[config.mk]
export PLATFORM = sky130hd
export DESIGN_NAME = fifo_packer
export DESIGN_NICKNAME = d
export VERILOG_FILES = /design/src/rtl/stream_pkg.sv /design/src/rtl/fifo_packer.sv
export SDC_FILE = /design/constraint.sdc
export NUM_CORES = 1
export LEC_CHECK = 0
export BUFFER_PORTS_ARGS = -buffer_cell sky130_fd_sc_hd__buf_4
export CAP_MARGIN = 20
export CORE_ASPECT_RATIO = 0.75
export CORE_MARGIN = 8
export CORE_UTILIZATION = 35
export DETAILED_ROUTE_END_ITERATION = 7
export SYNTH_ARGS = -nofsm -noshare
export SYNTH_HDL_FRONTEND = slang
export SYNTH_SLANG_ARGS = --single-unit
[constraint.sdc]
create_clock -name clk -period 2.15 [get_ports clk]
set_input_delay 0.43 -clock clk [delete_from_list [all_inputs] [get_ports clk]]
set_output_delay 0.43 -clock clk [all_outputs]
set_load 0.02 [all_outputs]
[src/rtl/stream_pkg.sv]
`default_nettype none
// ============================================================================
//  Module      : stream_pkg
//  Description : Shared types and helpers for the node/ray streaming path.
//  Revision    : 1.0 - initial release
// ============================================================================
package stream_pkg;

    // Packer control state: filling lanes, or holding a finished word.
    typedef enum logic {
        FILL = 1'b0,
        HOLD = 1'b1
    } packer_state_t;

    // Width needed to count 0..ratio valid lanes.
    function automatic int lane_w(input int ratio);
        return $clog2(ratio + 1);
    endfunction

endpackage
`default_nettype wire

[src/rtl/fifo_packer.sv]
`default_nettype none
// ============================================================================
//  Module      : fifo_packer
//  Description : Pops IN_WIDTH-bit elements from an upstream FIFO, packs
//                RATIO of them (first element in the low lane) into one
//                OUT_WIDTH word and pushes it downstream. A flush request
//                emits a zero-padded partial word with its lane count.
//                Optional statistics: define FIFO_PACKER_STATS_EN.
//  Revision    : 1.0 - initial release
// ============================================================================
module fifo_packer
    import stream_pkg::*;
#(
    parameter int IN_WIDTH  = 8,
    parameter int RATIO     = 4,
    parameter int OUT_WIDTH = IN_WIDTH * RATIO,
    parameter int LANE_W    = lane_w(RATIO)
) (
    input  logic                 clk,
    input  logic                 arst_n,
    input  logic                 in_empty_n,
    output logic                 in_read,
    input  logic [IN_WIDTH-1:0]  in_dout,
    input  logic                 out_full_n,
    output logic                 out_write,
    output logic [OUT_WIDTH-1:0] out_din,
    output logic [LANE_W-1:0]    out_lanes,
    input  logic                 flush,
    output logic                 flush_ack
);

    packer_state_t          state_q, state_d;
    logic [LANE_W-1:0]      cnt_q, cnt_d;
    logic [LANE_W-1:0]      lanes_q, lanes_d;
    logic [OUT_WIDTH-1:0]   data_q, data_d;
    logic                   w_pop;
    logic                   w_push;
    logic [LANE_W-1:0]      w_fill_n;

    assign w_pop    = in_read & in_empty_n;
    assign w_push   = out_write & out_full_n;
    // Lanes that would be occupied after this cycle's pop (if any).
    assign w_fill_n = cnt_q + LANE_W'(w_pop);

    assign out_din   = data_q;
    assign out_lanes = lanes_q;

    // Handshake: HOLD only accepts input when the word drains in the same cycle.
    always_comb begin
        in_read   = 1'b0;
        out_write = 1'b0;
        flush_ack = 1'b0;
        case (state_q)
            FILL: begin
                in_read   = in_empty_n;
                flush_ack = flush;
            end
            HOLD: begin
                in_read   = in_empty_n & out_full_n;
                out_write = 1'b1;
            end
            default: ;
        endcase
    end

    // Next-state: lane insertion, word completion, flush and drain.
    always_comb begin
        state_d = state_q;
        cnt_d   = cnt_q;
        lanes_d = lanes_q;
        data_d  = data_q;
        case (state_q)
            FILL: begin
                if (w_pop) begin
                    for (int i = 0; i < RATIO; i++) begin
                        if (cnt_q == LANE_W'(i)) begin
                            data_d[i*IN_WIDTH +: IN_WIDTH] = in_dout;
                        end
                    end
                    cnt_d = w_fill_n;
                end
                // A pop coinciding with flush is part of the flushed word.
                if ((w_pop && (cnt_q == LANE_W'(RATIO - 1))) ||
                    (flush && (w_fill_n != '0))) begin
                    state_d = HOLD;
                    lanes_d = w_fill_n;
                end
            end
            HOLD: begin
                if (w_push) begin
                    state_d = FILL;
                    lanes_d = '0;
                    data_d  = '0;
                    cnt_d   = '0;
                    // Take the next element while draining: no input bubble.
                    if (w_pop) begin
                        data_d[IN_WIDTH-1:0] = in_dout;
                        cnt_d                = LANE_W'(1);
                    end
                end
            end
            default: begin
                state_d = FILL;
            end
        endcase
    end

    // State registers; reset discards any partial or pending word.
    always_ff @(posedge clk or negedge arst_n) begin
        if (!arst_n) begin
            state_q <= FILL;
            cnt_q   <= '0;
            lanes_q <= '0;
            data_q  <= '0;
        end else begin
            state_q <= state_d;
            cnt_q   <= cnt_d;
            lanes_q <= lanes_d;
            data_q  <= data_d;
        end
    end

`ifdef FIFO_PACKER_STATS_EN
    int total_cycle_count;
    int pop_count;
    int push_count;
    int flush_word_count;

    // Activity counters; a partial word is one that enters HOLD short of RATIO lanes.
    always_ff @(posedge clk or negedge arst_n) begin
        if (!arst_n) begin
            total_cycle_count <= 0;
            pop_count         <= 0;
            push_count        <= 0;
            flush_word_count  <= 0;
        end else begin
            total_cycle_count <= total_cycle_count + 1;
            if (w_pop)  pop_count  <= pop_count + 1;
            if (w_push) push_count <= push_count + 1;
            if ((state_q == FILL) && (state_d == HOLD) &&
                (lanes_d != LANE_W'(RATIO))) begin
                flush_word_count <= flush_word_count + 1;
            end
        end
    end

    final begin
        $display("[%m]: pops: %0d, pushes: %0d, partial: %0d / cycles: %0d",
                 pop_count, push_count, flush_word_count, total_cycle_count);
    end
`endif

endmodule
`default_nettype wire

==> flow_metrics.env <==
export IMPL_grt_use_total=0.118
export IMPL_fp_dieArea_um2=7840
export IMPL_cts_buffers=5
export IMPL_cts_tree="done"
export IMPL_postCtsSetupBuffers=0
export IMPL_r2r_setup_slack_ns=0.26
export IMPL_rr_worst_depth=7
export IMPL_setup_viol=0
export IMPL_relSlewSlack=0.667
export IMPL_hold_viol_final=0
export IMPL_status="completed"
export IMPL_rsz0062_at_grt="no"
export IMPL_path_max_fanout=4
export IMPL_cp_data_arrival_time_ns=2.05
export IMPL_cts_resized=0
export IMPL_core_area_um2=4980
export IMPL_worstMarginPinSlew_ns=0.499
export IMPL_fillerInstances=455
export IMPL_synth_largest_area_cell="dfrtp_1"
export IMPL_cts_sinks=39
export IMPL_postLayoutCoreUtil=0.475
export IMPL_seqCellArea_um2=976
export IMPL_final_setup_tns_ns=0
export IMPL_worst_setup_path_type="reg -> reg"
export IMPL_synth_seq_cells=39
export IMPL_startpoint_type="flop"
export IMPL_nNetsFinal=235
export IMPL_num_rows=22
export IMPL_ant_nets=0
export IMPL_drt_iter0_markers=63
export IMPL_fp_dieH_um=78.7
export IMPL_power_density_nw_per_um2=1500
export IMPL_max_stage_delay_ns=0.39
export IMPL_yosysTopAreaCellShare=0.532
export IMPL_clkTransAtPathRegs_ns=0.07
export IMPL_max_freq_mhz=529
export IMPL_syn_to_final_growth_pct=28.9
export IMPL_ir_worst_vdd_uv=617
export IMPL_drt_pass1_iterations=4
export IMPL_cts_max_path_buffers=2
export IMPL_initial_core_util=0.368
export IMPL_drive_gt1_frac=0.332
export IMPL_min_period_over_period=0.879
export IMPL_fin_worst_skew_ns=0.00291
export IMPL_ctsHoldBuffers=0
export IMPL_n_antenna_cell=0
export IMPL_synth_top_cells_by_area="dfrtp_1, mux2i_1, nand2_1"
export IMPL_synthCells=168
export IMPL_synth_nets=183
export IMPL_ys_seq_area_frac=0.532
export IMPL_dp_hpwl_um=3210
export IMPL_grt_antenna_before_repair=0
export IMPL_vias=1300
export IMPL_synth_cell_types=27
export IMPL_grt_pass1_vias=1401
export IMPL_stdcell_area_um2=2360
export IMPL_port_buffers=50
export IMPL_avgSynthCellArea_um2=10.9
export IMPL_drc=0
export IMPL_grt_max_degree=40
export IMPL_cap_violations=0
export IMPL_multiInputGateArea_um2=731
export IMPL_drv_slew=0
export IMPL_yosys_warnings=0
export IMPL_period_needed_ns=1.89
export IMPL_syn_area_um2=1830
export IMPL_drt_total_wl_um=4310
export IMPL_detail_route_vias_per_cell=4.45
export IMPL_cts_root_buffer="clkbuf_8"
export IMPL_rr_startpoint="state_q"
export IMPL_cts_max_level=2
export IMPL_reg2reg_to="state_q"
export IMPL_overflow=0
export IMPL_gp_congestion=0.813
export IMPL_worstSetupEndpointType="flop"
export IMPL_chipWidth_um=99.6
export IMPL_critPathSlowestCell="or3_1"
export IMPL_cp_required_ns=2.31
export IMPL_finalPower_mw=3.55
export IMPL_place_area_um2=2280
export IMPL_wire_per_inst_um=14.8
export IMPL_grt_pass1_wl_um=7440
export IMPL_cp_cell_sequence="nor2b_1 > nor2b_1 > ha_1 > ha_1 > nor2_1 > a21boi_0 > or3_1"
export IMPL_hold_class="in -> async"
export IMPL_insertion_delay_ns=0.28
export IMPL_io_pins=51
export IMPL_leakage_nw=1.25
==> registers in the layout, summed over array words and instances, names as in the netlist <==
name / count
out_din: 32
cnt_q: 3
out_lanes: 3
state_q: 1
==> critical path, delay by kind of cell, from the launching register on <==
family          cells  cell delay, ns
simple gates        4            0.75
compound gates      1            0.17
fa+ha+maj           2            0.50
flops               1            0.35
==> routing by layer <==
metal | vias up | wire length (µm) | global-route usage
li1 | 650 | - | -
met1 | 606 | 2260 | 0.168
met2 | 42 | 1730 | 0.161
met3 | 2 | 290 | 0.0401
met4 | 0 | 34 | 0.0407
met5 | - | 0 | 0
==> cell type report <==
type | count | area share
clock inverters | 1 | 0.00212
multi-input cells | 101 | 0.309
repair buffers | 55 | 0.175
inverters | 18 | 0.0286
well taps | 72 | 0.0381
flip-flops and latches | 39 | 0.413
clock buffers | 6 | 0.0349
==> power by group <==
part	leakage, nW	internal [mW]	total (mW)	switching [mW]
clock network	0.0470	0.252	0.487	0.236
logic	0.700	0.812	1.79	0.981
registers	0.503	1.05	1.27	0.222
==> Yosys cell counts (all sizes together) <==
library cell and number:
xnor2 1, or3 2, xor2 1, o22ai 1, mux2i 26, nand2b 2
o32ai 3, a21boi 1, buf 8, inv 18, nor2 10, and4b 1
o31a 1, ha 2, nand2 31, clkbuf 2, o21bai 1, dfrtp 39
o21ai 2, nand3b 1, o41ai 1, a21bo 1, mux2 8, nor2b 4
a21oi 1
==> cells by family (layout without fill, tap and decap cells) <==
family	count (synthesis)	in the layout	synth area share
simple gates	51	51	0.125
flops	39	39	0.532
mux	34	34	0.191
buf+inv	28	80	0.0696
compound gates	12	12	0.0594
fa+ha+maj	2	2	0.0136
xor+xnor	2	2	0.00955
==> metrics by stage <==
stage	hold slack, ns	instances	setup WS, ns
detailed placement	0.435	285	0.108
finish	0.108	292	0.260
global route	0.140	292	0.164
floorplan	0.134	168	0.0753
global placement	0.431	285	0.137
CTS	0.126	292	0.279
==> cell usage in the layout (no fill, tap or decap), drive strengths merged <==
master / Yosys / final
a21oi: 1 / 1
nand2: 31 / 31
dfrtp: 39 / 39
and4b: 1 / 1
a21boi: 1 / 1
nor2b: 4 / 4
xor2: 1 / 1
clkinv: 0 / 1
xnor2: 1 / 1
inv: 18 / 18
nand3b: 1 / 1
a21bo: 1 / 1
mux2i: 26 / 26
o31a: 1 / 1
o21ai: 2 / 2
o41ai: 1 / 1
clkbuf: 2 / 6
nor2: 10 / 10
mux2: 8 / 8
buf: 8 / 55
or3: 2 / 2
o22ai: 1 / 1
o21bai: 1 / 1
o32ai: 3 / 3
nand2b: 2 / 2
ha: 2 / 2
==> worst max-delay path by stage <==
stage,from,endpoint,slack [ns],cells past startpoint
3_5_place_dp,out_full_n,state_q,0.11,8
6_report,state_q,state_q,0.26,7
5_1_grt,state_q,state_q,0.16,7
2_1_floorplan,state_q,state_q,0.08,8
3_3_place_gp,out_full_n,state_q,0.14,8
4_1_cts,state_q,state_q,0.28,7
Note: power is estimated with default switching activity, not from simulation.
